$ cat config.mk
export PLATFORM = sky130hd
export DESIGN_NAME = node_packet_sink
export DESIGN_NICKNAME = d
export VERILOG_FILES = /design/src/rtl/node_packet_sink.sv
export SDC_FILE = /design/constraint.sdc
export NUM_CORES = 1
export LEC_CHECK = 0
export BUFFER_PORTS_ARGS = -buffer_cell sky130_fd_sc_hd__buf_2
export CAP_MARGIN = 20
export CORE_MARGIN = 4
export CORE_UTILIZATION = 60
export CTS_BUF_LIST = sky130_fd_sc_hd__clkbuf_4 sky130_fd_sc_hd__clkbuf_8 sky130_fd_sc_hd__clkbuf_16
export DETAILED_ROUTE_END_ITERATION = 8
export PLACE_DENSITY = 0.82
export REMOVE_ABC_BUFFERS = 1
export SLEW_MARGIN = 25
export SYNTH_ARGS = -nofsm -noshare
export SYNTH_HDL_FRONTEND = slang
export SYNTH_SLANG_ARGS = --single-unit
export TNS_END_PERCENT = 50
$ cat constraint.sdc
create_clock -name clk -period 27.1 [get_ports clk]
set_input_delay 4.065 -clock clk [delete_from_list [all_inputs] [get_ports clk]]
set_output_delay 4.065 -clock clk [all_outputs]
set_load 0.005 [all_outputs]
$ cat src/rtl/node_packet_sink.sv
// Ejection-side network interface: reassembles time-multiplexed VC flit streams into
// per-packet completion descriptors, delivered through a first-word-fall-through FIFO.
module node_packet_sink #(
    parameter int ID             = 0,
    parameter int N              = 9,
    parameter int VC             = 4,
    parameter int FlitsPerPacket = 16,
    parameter int DESC_DEPTH     = 4
) (
    input  logic        clk,
    input  logic        rst,
    input  logic [31:0] flit_data,
    input  logic        flit_valid,
    output logic        flit_ready,
    output logic        desc_valid,
    input  logic        desc_ready,
    output logic [13:0] desc_msg,
    output logic [7:0]  desc_src,
    output logic [2:0]  desc_vc,
    output logic [2:0]  desc_err,
    output logic [31:0] pkt_count,
    output logic [31:0] drop_count
);

    function automatic int isqrt(input int n);
        int r;
        r = 0;
        for (int i = 0; i <= n; i++) begin
            if (i * i <= n) r = i;
        end
        return r;
    endfunction

    localparam int DIM = isqrt(N);
    localparam int VCW = (VC > 1) ? $clog2(VC) : 1;
    localparam int CW  = $clog2(FlitsPerPacket) + 1;
    localparam int AW  = (DESC_DEPTH > 1) ? $clog2(DESC_DEPTH) : 1;
    localparam int DW  = 28;

    typedef enum logic {
        S_IDLE = 1'b0,
        S_BODY = 1'b1
    } vc_state_e;

    logic [VCW-1:0] slot_q;
    vc_state_e      state_q [VC];
    logic [13:0]    msg_q   [VC];
    logic [7:0]     src_q   [VC];
    logic [2:0]     err_q   [VC];
    logic [CW-1:0]  cnt_q   [VC];

    logic [DW-1:0]  fifo_q  [DESC_DEPTH];
    logic [AW-1:0]  wr_ptr_q, rd_ptr_q;
    logic [AW:0]    count_q;
    logic [31:0]    pkt_count_q, drop_count_q;

    logic           accept, pop, push, drop, upd;
    logic           is_head, is_tail, msg_mm, head_err0;
    logic [31:0]    dest_idx;
    logic [CW:0]    cnt_inc;
    vc_state_e      state_d;
    logic [13:0]    msg_d;
    logic [7:0]     src_d;
    logic [2:0]     err_d;
    logic [CW-1:0]  cnt_d;
    logic [DW-1:0]  push_data;

    assign flit_ready = (count_q != (AW+1)'(DESC_DEPTH));
    assign desc_valid = (count_q != '0);
    assign {desc_msg, desc_src, desc_vc, desc_err} = desc_valid ? fifo_q[rd_ptr_q] : '0;
    assign pkt_count  = pkt_count_q;
    assign drop_count = drop_count_q;

    always_comb begin
        accept    = flit_valid & flit_ready;
        pop       = desc_valid & desc_ready;
        is_head   = (flit_data[31:30] == 2'b01);
        is_tail   = (flit_data[31:30] == 2'b11);
        msg_mm    = (flit_data[29:16] != msg_q[slot_q]);
        dest_idx  = 32'(flit_data[3:0]) * 32'(DIM) + 32'(flit_data[7:4]);
        head_err0 = (dest_idx != 32'(ID));
        cnt_inc   = {1'b0, cnt_q[slot_q]} + 1'b1;

        push      = 1'b0;
        drop      = 1'b0;
        upd       = 1'b0;
        state_d   = state_q[slot_q];
        msg_d     = msg_q[slot_q];
        src_d     = src_q[slot_q];
        err_d     = err_q[slot_q];
        cnt_d     = cnt_q[slot_q];
        push_data = {msg_q[slot_q], src_q[slot_q], 3'(slot_q), err_q[slot_q]};

        if (accept) begin
            if (state_q[slot_q] == S_BODY && is_head) begin
                // new head preempts an open packet: flush it as a framing error
                push      = 1'b1;
                push_data = {msg_q[slot_q], src_q[slot_q], 3'(slot_q), err_q[slot_q] | 3'b100};
            end else if (state_q[slot_q] == S_BODY && is_tail) begin
                push      = 1'b1;
                push_data = {msg_q[slot_q], src_q[slot_q], 3'(slot_q),
                             err_q[slot_q] | {msg_mm, cnt_inc != (CW+1)'(FlitsPerPacket), 1'b0}};
                upd       = 1'b1;
                state_d   = S_IDLE;
            end else if (state_q[slot_q] == S_BODY) begin
                upd       = 1'b1;
                cnt_d     = cnt_inc[CW] ? '1 : cnt_inc[CW-1:0];
                err_d     = err_q[slot_q] | {msg_mm, cnt_inc >= (CW+1)'(FlitsPerPacket), 1'b0};
            end else if (!is_head) begin
                drop      = 1'b1;
            end

            if (is_head) begin
                upd       = 1'b1;
                state_d   = S_BODY;
                msg_d     = flit_data[29:16];
                src_d     = flit_data[15:8];
                err_d     = {2'b00, head_err0};
                cnt_d     = CW'(1);
            end
        end
    end

    always_ff @(posedge clk or posedge rst) begin
        if (rst) begin
            slot_q       <= '0;
            wr_ptr_q     <= '0;
            rd_ptr_q     <= '0;
            count_q      <= '0;
            pkt_count_q  <= '0;
            drop_count_q <= '0;
            for (int i = 0; i < VC; i++) begin
                state_q[i] <= S_IDLE;
                msg_q[i]   <= '0;
                src_q[i]   <= '0;
                err_q[i]   <= '0;
                cnt_q[i]   <= '0;
            end
            for (int i = 0; i < DESC_DEPTH; i++) begin
                fifo_q[i] <= '0;
            end
        end else begin
            slot_q <= (slot_q == VCW'(VC - 1)) ? '0 : slot_q + 1'b1;
            if (upd) begin
                state_q[slot_q] <= state_d;
                msg_q[slot_q]   <= msg_d;
                src_q[slot_q]   <= src_d;
                err_q[slot_q]   <= err_d;
                cnt_q[slot_q]   <= cnt_d;
            end
            if (push) begin
                fifo_q[wr_ptr_q] <= push_data;
                wr_ptr_q         <= wr_ptr_q + 1'b1;
            end
            if (pop) rd_ptr_q <= rd_ptr_q + 1'b1;
            if (push && !pop) count_q <= count_q + 1'b1;
            else if (!push && pop) count_q <= count_q - 1'b1;
            if (push && pkt_count_q != '1) pkt_count_q <= pkt_count_q + 1'b1;
            if (drop && drop_count_q != '1) drop_count_q <= drop_count_q + 1'b1;
        end
    end

endmodule

* Yosys cells after proc, flatten, opt, wreduce, memory -nomap -nowiden
Index checks and enable logic that the tools add are counted.
** Storage, ports and cells
- Flip-flop bits (word level) :: 309
- Output and inout bits :: 94
- Bits of input ports :: 36
** Cells by class
- Bitwise operators :: 7
- Multiply operators :: 1
- Muxes and demuxes :: 75
- Equal/unequal tests :: 8
- Reduce and logical (&&, ||, !) cells :: 13
- $add $sub $neg :: 9
- Magnitude comparators :: 6
** Operators by type and width (number)
- 112-bit bitwise mux :: 1
- 28-bit 2-to-1 mux :: 4
- 14-bit 2-to-1 mux :: 5
- 32-bit by 1-bit adder with 32-bit output, second input constant :: 2
- 32-bit != test, second input constant :: 2
- 28-bit binary-select mux with 2-bit select :: 1
- 56-bit bitwise mux :: 1
- 28-bit demux with 2-bit select :: 1
- 5-bit 2-to-1 mux :: 9
- 8-bit 2-to-1 mux :: 5
- 3-bit 2-to-1 mux :: 13
- 32-bit bitwise mux :: 1
- 32-bit nonzero test :: 1
- 14-bit binary-select mux with 2-bit select :: 1
- 14-bit demux with 2-bit select :: 1
- 20-bit bitwise mux :: 1
- 1-bit 2-to-1 mux :: 20
- 8-bit binary-select mux with 2-bit select :: 1
- 8-bit demux with 2-bit select :: 1
- 14-bit != test :: 1
- 12-bit bitwise mux :: 1
- 5-bit binary-select mux with 2-bit select :: 1
- 5-bit demux with 2-bit select :: 1
- 3-bit >= comparator, second input constant :: 3
- 25 further kinds :: 41

* Logic depth before layout (Yosys ltp)
Gate-level depths: netlist of run 1.
- Word-level depth :: 13
- Mapped depth :: 12
- Gate-level depth less buffers :: 9

* Worst setup path after synthesis of run 1
OpenSTA, ideal clock, no wires.
- Path kind :: input-to-reg
- Start :: in flit_data[0]
- End :: reg err_q[0] (netlist name)
- Path slack :: 21.116 ns
- Library setup time :: 0.133 ns
- Cell stages on the path :: 9
- Path buffers :: 0
- Arrival :: 5.851 ns
- Cell sequence :: fa_1 ha_1 inv_1 fa_1 a211oi_1 mux2_2 a31oi_1 a21oi_1 o21ai_0
** On the way
- Longest elaborated chain between the ends :: 6
** RTL lines
- from (decl) :: line 12 : input logic [31:0] flit_data,
- 4-bit by 2-bit multiplier with 6-bit output :: line 80 : dest_idx = 32'(flit_data[3:0]) * 32'(DIM) + 32'(flit_data[7:4]);
- 6-bit by 4-bit adder with 7-bit output :: line 80
- 32-bit nonzero test :: line 81 : head_err0 = (dest_idx != 32'(ID));
- 3-bit 2-to-1 mux :: line 113 : if (is_head) begin
- 3-bit 2-to-1 mux :: line 94 : if (accept) begin
- 12-bit bitwise mux :: line 148 : err_q[slot_q] <= err_d;
- to (signal, indexed assignment) :: line 148
- to (decl) :: line 49 : logic [2:0] err_q [VC];
No other way between the ends.
A chain may end at the register's enable or synchronous reset.

* Worst setup path after layout of run 1
- Start :: reg rd_ptr_q[0]
- End :: out desc_msg[6]
** On the way
- Longest elaborated chain between the ends :: 5
** RTL lines
- from (decl) :: line 53 : logic [AW-1:0] wr_ptr_q, rd_ptr_q;
- from (signal assigned) :: line 155 : if (pop) rd_ptr_q <= rd_ptr_q + 1'b1;
- 2-bit inverter with 3-bit output (not written as such) :: line 70 : assign {desc_msg, desc_src, desc_vc, desc_err} = desc_valid ? fifo_q[rd_ptr_q] : '0;
- 28-bit binary-select mux with 2-bit select :: line 70
- 28-bit 2-to-1 mux (not written as such) (2 in a row) :: line 70
- 28-bit 2-to-1 mux :: line 70
- to (decl) :: line 17 : output logic [13:0] desc_msg,
No other way between the ends. The select of a mux whose other input is x is not followed.

==> flow_summary_export.csv, run 1 <==
group,metric,value,unit
floorplan,coreArea,0.0242,mm2
synth,syn_avg_cell_area,11.6,um2
grt,grt_pass1_vias,10600,
synth,netlist_area,0.0147,mm2
synth,synthFlopType,"dfrtp_1",
clocking,post_cts_buffers,0,
layout,nets,1431,
drt,routedWlPerCell,19.2,um
grt,grt_first_pass_wirelength,54800,um
grt,gr-total-overflow,0,
sta,max_slew_margin,38.9,%
sta,worst_pin_slew,916,ps
drt,routed_wl,33100,um
synth,synth_edf_count,0,
layout,layout-drive-gt1-share,25.6,%
clocking,clock_path_buffers,3,
worst_hold_path,hold_class,"reg -> reg",
power_and_ir_drop,ir_drop,0.0505,mV
grt,grt_antenna_before_repair,2,
outcome,status,"completed",
drt,drt_first_iter_violations,996,
clocking,h-tree-depth,1,
sta,setup_viol,0,
synth,post-synth-top-count-cell,"dfrtp_1",
synth,synth_warnings,0,
floorplan,dieArea,0.0271,mm2
setup_path,crit_fanout,29,
floorplan,die_w,165,um
placed_design,place_area,0.0156,mm2
floorplan,rows,57,
setup_path,critPathLaunchType,"flop",
drt,avgViaCountPerCell,6.04,
setup_path,end_kind,"output pin",
synth,synthArstFlopShare,100,%
clocking,post_cts_resized,0,
sta,fin_ws,20680,ps
synth,synth_top_area_share,51.9,%
sta,max_freq,156,MHz
drt,drc_errors,0,
drt,ant_nets,0,
clocking,cts_tree,"built",
synth,synthesis.instances,1270,
floorplan,start_util,60.7,%
sta,hold_violations,0,
setup_path,cp.required,23030,ps
setup_path,path_class,"reg -> out",
layout,stdcell_area,0.0167,mm2
grt,grt_max_degree,175,
placed_design,gp_congestion,0.837,
power_and_ir_drop,p_leak,8.01,nW
placed_design,place_hpwl,20400,um
synth,synth_seq_cells,305,
sta,post-route-min-period,6420,ps
sta,slew_viol_final,0,
synth,synthTopCellsByCount,"305 x dfrtp_1, 200 x nand2_1, 167 x o21ai_0",
sta,final.period_utilization,23.7,%
run,maxCapViolCount,0,
placed_design,port_buffers,128,
setup_path,critical_path_arrival,2350,ps
drt,first_pass_iters,5,
clocking,ctsHoldBuffers,0,
sta,setup_tns,0,ps
power_and_ir_drop,powerDensity,76.6,mW/mm2
grt,grt_usage,25.0,%
clocking,clkLatencyLatePin,570,ps
floorplan,ios,130,
sta,rsz0062_at_grt,"false",
clocking,numCtsBuffers,30,
sta,fin_skew,28.1,ps
layout,syn_to_final_growth,13.6,%
synth,synth_seq_area_share,51.9,%
placed_design,pre_cts_ws,19960,ps
drt,num_vias,10400,
clocking,cts_num_sinks,305,
synth,synth_area_leaders,"dfrtp_1 52%, mux4_2 8.9%, o21ai_0 5.7%",
floorplan,chipHeight,165,um
synth,synth.distinct_cells,59,
synth,synth_top_area_cell,"dfrtp_1",
clocking,clk_pin_slew,60,ps
clocking,root_buffer,"clkbuf_16",
-- cell usage in the layout, fill, tap and decap left out, types with 3 or more instances in the layout --
master	count
o21ai_0	167
and4_1	12
ha_1	18
and2_1	32
a21oi_1	19
bufinv_16	3
o21a_1	4
clkinv_2	6
buf_4	13
nand3b_1	3
mux4_2	58
nand4b_1	3
clkbuf_4	5
nor2_1	20
buf_2	128
xnor2_1	37
nor4_1	12
nor4b_2	6
o31ai_1	6
o2111ai_4	4
mux2i_1	31
mux2_2	72
nand3_1	25
nor4_2	3
nand4_1	16
inv_1	13
clkbuf_16	30
dfrtp_1	302
xor2_1	43
clkbuf_8	10
and3_1	15
fa_1	5
a31oi_1	8
nand2_1	200
nor3_1	22
nor3b_1	4
-- critical path, cell delays in order (launching register included) --
cell and delay, ps:
dfrtp_4 860, mux4_2 590, and2_1 210, buf_2 140
-- kinds of logic (layout without fill, tap and decap cells) --
| group | Yosys count | in the layout | synth area share [%] |
|---|---|---|---|
| and+or+nand+nor | 389 | 389 | 13.5 |
| DFF | 305 | 305 | 51.9 |
| AOI/OAI and AO/OA | 222 | 222 | 8.36 |
| muxes | 162 | 162 | 16.6 |
| buffers and inverters | 87 | 213 | 2.59 |
| xor gates and xnor gates | 81 | 81 | 4.87 |
| adders and majority gates | 23 | 23 | 2.21 |
| other | 1 | 3 | 0.0255 |
-- path summary, 6_finish.rpt --
check                             from          end  slack (ps)  cells past startpoint
min reg2reg                  fifo_q[3]    fifo_q[3]         480                      2
max                        rd_ptr_q[0]  desc_msg[6]       20680                      3
min                          fifo_q[3]    fifo_q[3]         480                      2
max in group asynchronous          rst  rd_ptr_q[0]       21840                      3
max reg2reg                  slot_q[0]   fifo_q[30]       23950                      6
min in group asynchronous          rst   fifo_q[90]        3650                      2
-- layer usage --
metal,up-vias,global-route usage [%],part of all wire (%)
met5,-,0,0.021
met4,2,7.45,2.5
met3,64,3.07,5.5
met2,310,41.9,50
met1,5275,34.6,42
li1,4756,-,-
-- registers in the layout, summed over array words and instances, names as in the netlist --
register	flops
fifo_q	108
src_q	32
rd_ptr_q	2
pkt_count	32
slot_q	2
count_q	3
msg_q	56
wr_ptr_q	2
drop_count	32
err_q	12
state_q	4
cnt_q	20
-- layout make-up --
type                            count  area, um2
Clock inverter                     11        145
Antenna cell                        2       5.00
Tap cell                          324        405
Timing Repair Buffer              142        758
Clock buffer                       45        926
Multi-Input combinational cell    878       6780
Sequential cell                   305       7640
Inverter                           15       63.8
Fill cell                        1716       7520
-- through the flow --
stage,instances,hold slack (ps),power (mW),util [%]
6_report,1722,478,1.28,69.0
4_1_cts,1720,481,1.29,68.9
2_1_floorplan,1198,445,0.756,-
3_3_place_gp,1664,456,0.830,64.5
3_5_place_dp,1664,466,0.845,64.5
5_1_grt,1721,499,1.35,69.0
-- power by group --
part / switching, mW / internal (mW)
logic: 0.142 / 0.114
registers: 0.0602 / 0.525
clock network: 0.175 / 0.264
No activity file was read; power rests on OpenSTA's default activity.
==> run 2, diff against run 1 <==
- clock period: 27.1 -> 6.3 ns (I/O delays scaled with it)
==> run 2 against run 1 <==
Against the previous run:
- non-clock buffer count increased by 2
- critical path depth is the same
- critical path type unchanged
- power rose to 4.4 times the previous value
- hold slack got worse by 4.3 ps
- core utilization rose by 0.28 points
- highest routed layer unchanged
- largest cell class unchanged
- clock power grew to 4.6 times the previous value
- combinational power rose to 4.3 times the previous value
- worst setup slack worse by 18000 ps
- sequential cell count stayed put
==> flow_summary_export.csv, run 2 (synthesis gave the netlist of run 1 again) <==
group,metric,value,unit
layout,regMostFlops,"fifo_q",
layout,antenna_cells,0,
drt,first_pass_iters,7,
grt,grt_usage,24.9,%
layout,nets,1433,
grt,grt_max_degree,138,
layout,mostFrequentLayoutCells,"302 x dfrtp_1, 200 x nand2_1, 167 x o21ai_0, 128 x buf_2, 72 x mux2_2",
floorplan,start_util,60.7,%
setup_path,max_stage_delay,850,ps
placed_design,port_buffers,128,
grt,grt_pass1_vias,10700,
floorplan,chipHeight,165,um
sta,post-route-min-period,3300,ps
worst_hold_path,hold_class,"reg -> reg",
drt,drc_errors,0,
placed_design,pre_cts_ws,2260,ps
sta,final.period_utilization,52.4,%
setup_path,critical-path-slowest-cell,"dfrtp_4",
setup_path,cp.required,5350,ps
sta,max_freq,303,MHz
grt,grt_antenna_before_repair,1,
clocking,h-tree-depth,1,
sta,fin_skew,20.2,ps
sta,max_slew_margin,38.6,%
layout,largest_reg_flops,108,
power_and_ir_drop,powerDensity,337,mW/mm2
layout,layout-drive-gt1-share,25.7,%
run,maxCapViolCount,0,
setup_path,crit_fanout,29,
floorplan,dieArea,0.0271,mm2
power_and_ir_drop,p_leak,8.03,nW
setup_path,path_class,"reg -> out",
setup_path,end_kind,"output pin",
clocking,post_cts_buffers,0,
floorplan,rows,57,
sta,rsz0062_at_grt,"false",
setup_path,critPathLaunchType,"flop",
sta,worst_pin_slew,921,ps
sta,slew_viol_final,0,
placed_design,gp_congestion,0.851,
drt,avgViaCountPerCell,6.01,
clocking,numCtsBuffers,30,
setup_path,critical_path_arrival,2360,ps
floorplan,coreArea,0.0242,mm2
clocking,cts_num_sinks,305,
outcome,status,"completed",
drt,ant_nets,0,
layout,layout_commonest_cell,"dfrtp_1",
power_and_ir_drop,ir_drop,0.194,mV
drt,routedWlPerCell,19.2,um
drt,num_vias,10400,
layout,final_util,69.3,%
layout,top_regs,"fifo_q x108, msg_q x56",
clocking,post_cts_resized,0,
clocking,cts_tree,"built",
clocking,root_buffer,"clkbuf_16",
drt,drt_first_iter_violations,880,
power_and_ir_drop,finalPower,5.66,mW
layout,fill_cells,1720,
sta,fin_ws,3000,ps
floorplan,ios,130,
placed_design,place_hpwl,20500,um
grt,grt_first_pass_wirelength,54900,um
grt,gr-total-overflow,0,
layout,syn_to_final_growth,14.1,%
setup_path,cp_cell_sequence,"mux4_2, and2_1, buf_2",
clocking,ctsHoldBuffers,0,
drt,routed_wl,33000,um
clocking,clkLatencyLatePin,560,ps
sta,hold_violations,0,
floorplan,die_w,165,um
sta,setup_viol,0,
sta,hold_slack,474,ps
clocking,clk_pin_slew,60,ps
clocking,clock_path_buffers,3,
run 2: final timing paths:
check	from	end	slack (ps)	cells after the start
worst max-delay path	rd_ptr_q[0]	desc_msg[6]	3000	3
worst min-delay path	src_q[19]	src_q[19]	470	2
worst max register to register	slot_q[0]	fifo_q[58]	3050	6
worst min register to register	src_q[19]	src_q[19]	470	2
max in group asynchronous	rst	drop_count[15]	4220	3
min in group asynchronous	rst	fifo_q[62]	550	2
run 2: worst max-delay path: cells and delay by family, from the launching register on:
| family | cells | cell delay, ps |
|---|---|---|
| buf+inv | 1 | 140 |
| flops | 1 | 850 |
| mux | 1 | 580 |
| simple gates | 1 | 220 |
run 2: cell type report:
cell class | count | area, um2 | share of cell area (%)
inverter | 15 | 63.8 | 0.380
sequential | 305 | 7640 | 45.5
tap | 324 | 405 | 2.41
multi-input combinational | 878 | 6780 | 40.4
clock buffer | 36 | 802 | 4.78
clock inverter | 19 | 340 | 2.03
timing repair buffer | 144 | 761 | 4.53
run 2: where the power goes:
part	internal, mW	total (mW)	switching (mW)
logic	0.489	1.10	0.607
registers	2.26	2.52	0.265
clock network	1.28	2.04	0.765
run 2: routing by layer:
| metal | global-route usage [%] | wire length, um | part of all wire [%] |
|---|---|---|---|
| met3 | 3.07 | 1530 | 4.6 |
| met2 | 42.6 | 16900 | 51 |
| met5 | 0 | 7 | 0.021 |
| met4 | 6.92 | 617 | 1.9 |
| met1 | 34.1 | 13900 | 42 |
run 2: per-stage QoR:
| stage | cell area [um2] | cells | setup TNS (ps) |
|---|---|---|---|
| after global placement | 15600 | 1666 | 0 |
| after CTS | 16800 | 1721 | 0 |
| after global routing | 16800 | 1721 | 0 |
| after floorplan | 14400 | 1198 | -938180 |
| final | 16800 | 1721 | 0 |
| after detailed placement | 15600 | 1666 | 0 |
==> run 3, diff against run 2 <==
- clock period: 6.3 -> 3.1 ns (I/O delays scaled with it)
==> run 3 against run 2 <==
Against the previous run:
- critical path depth grew 6
- design area grew 0.83%
- count of clock-buffer cells in the layout grew 13
- non-clock buffer count grew 19
- hold slack lost 270 ps
- critical endpoint is now count_q[2]
- largest cell class unchanged
==> flow_summary_export.csv, run 3 (synthesis gave the netlist of run 1 again) <==
group,metric,value,unit
outcome,status,"completed",
grt,gr-total-overflow,0,
drt,met1_length,14300,um
drt,avgViaCountPerCell,5.99,
power_and_ir_drop,p_leak,8.13,nW
clocking,ctsHoldBuffers,1,
grt,grt_pass1_vias,10800,
layout,layout-drive-gt1-share,26.5,%
drt,ant_nets,0,
floorplan,die_w,165,um
layout,regMostFlops,"fifo_q",
sta,worst_pin_slew,1010,ps
setup_path,end_kind,"flop",
setup_path,rrSetupSlack,440,ps
clocking,numCtsBuffers,31,
floorplan,dieArea,0.0271,mm2
clocking,clkLatencyLatePin,580,ps
placed_design,port_buffers,128,
setup_path,cp.depth,9,
setup_path,r2r_start,"slot_q[0]",
sta,fin_skew,23.4,ps
placed_design,place_hpwl,21400,um
sta,rsz0062_at_grt,"false",
power_and_ir_drop,ir_drop,0.424,mV
layout,final_util,69.8,%
grt,grt_antenna_before_repair,0,
sta,hold_violations,0,
setup_path,critical_path_arrival,3140,ps
placed_design,gp_congestion,0.805,
clocking,post_cts_buffers,0,
setup_path,crit_fanout,17,
clocking,post_cts_resized,0,
sta,post-route-min-period,2660,ps
grt,grt_first_pass_wirelength,55700,um
setup_path,cp_num_buf_inv,2,
drt,wl_met2,16800,um
floorplan,rows,57,
grt,grt_usage,25.2,%
sta,slew_viol_final,0,
clocking,cts_tree,"built",
floorplan,ios,130,
drt,routedWlPerCell,19.1,um
clocking,clk_pin_slew,60,ps
power_and_ir_drop,finalPower,11.2,mW
drt,first_pass_iters,5,
sta,hold_slack,199,ps
floorplan,start_util,60.7,%
setup_path,cp_top_family,"adder cells",
sta,final.period_utilization,85.7,%
layout,layout_commonest_cell,"dfrtp_1",
drt,drt_first_iter_violations,795,
setup_path,cp-endpoint,"count_q[2]",
layout,antenna_cells,0,
grt,grt_max_degree,88,
setup_path,r2r_end,"count_q[2]",
layout,mostFrequentLayoutCells,"302 x dfrtp_1, 200 x nand2_1, 167 x o21ai_0, 128 x buf_2, 72 x mux2_2",
setup_path,crit_start,"slot_q[0]",
drt,routed.top_layer,"met4",
setup_path,cp_cell_sequence,"mux4_2, nand4_4, inv_2, ha_1, inv_1, fa_1, xor2_1, nor2_1, xor2_1",
clocking,cts_num_sinks,305,
power_and_ir_drop,powerDensity,663,mW/mm2
sta,setup_viol,0,
clocking,h-tree-depth,1,
drt,drc_errors,0,
floorplan,coreArea,0.0242,mm2
setup_path,cp.required,3580,ps
worst_hold_path,hold_class,"in -> reg",
drt,routed_wl,33300,um
layout,fill_cells,1740,
drt,wl_met3,1450,um
layout,top_regs,"fifo_q x108, msg_q x56",
run,maxCapViolCount,0,
setup_path,r2r_cells,9,
layout,nets,1453,
layout,syn_to_final_growth,15.1,%
layout,largest_reg_flops,108,
floorplan,chipHeight,165,um
setup_path,critPathLaunchType,"flop",
sta,max_freq,376,MHz
clocking,clock_path_buffers,3,
setup_path,cp_common_cell,"xor2_1",
setup_path,max_stage_delay,510,ps
drt,num_vias,10400,
sta,max_slew_margin,32.4,%
setup_path,critical-path-slowest-cell,"mux4_2",
clocking,root_buffer,"clkbuf_16",
setup_path,path_class,"reg -> reg",
## run 3: changes by cell type in the layout (fill, tap and decap cells not counted), moves of 2 or more
cell / change
buf_12: +7
buf_4: +11
bufinv_16: -8
clkbuf_8: +12
clkinv_2: -2
clkinvlp_4: -2
## run 3: area by class of cell
type,count,area (um2),area share (%)
sequential,305,7640,45.1
multi-input combinational,878,6770,40.0
timing repair buffer,163,993,5.87
clock buffer,49,992,5.86
tap,324,405,2.39
clock inverter,6,70.1,0.414
inverter,15,63.8,0.377
## run 3: how the worst min path moves through the flow
| stage | depth (start not counted) | slack [ps] | end | from |
|---|---|---|---|---|
| 6_report | 3 | 200 | rd_ptr_q[1] | desc_ready |
| 5_1_grt | 3 | 210 | rd_ptr_q[1] | desc_ready |
| 4_1_cts | 3 | 180 | rd_ptr_q[1] | desc_ready |
| 3_5_place_dp | 2 | 470 | src_q[14] | src_q[14] |
| 3_3_place_gp | 2 | 460 | cnt_q[12] | cnt_q[12] |
| 2_1_floorplan | 2 | 440 | cnt_q[5] | cnt_q[5] |
## run 3: power breakdown
part           switching (mW)  internal (mW)
clock                    1.52           2.27
sequential              0.416           4.59
combinational            1.37           1.05
## run 3: metal layers
layer  track usage [%]  vias up
met1              35.5     5298
met4              7.11        0
met2              42.1      284
li1                  -     4782
met5                 0        -
met3              3.07       61
## run 3: tightest hold or removal path, stage by stage
cell and delay, ps:
buf_2 100, nand3_1 80, xnor2_1 60
## run 3: metrics by stage
step                      area [um2]  cells  setup TNS, ps  worst slack (ps)
after floorplan                14400   1198       -2019720             -5800
after global placement         15900   1684              0               440
after detailed placement       15900   1684              0               305
after CTS                      16900   1740              0               457
after global routing           16900   1740              0               233
final                          16900   1740              0               443
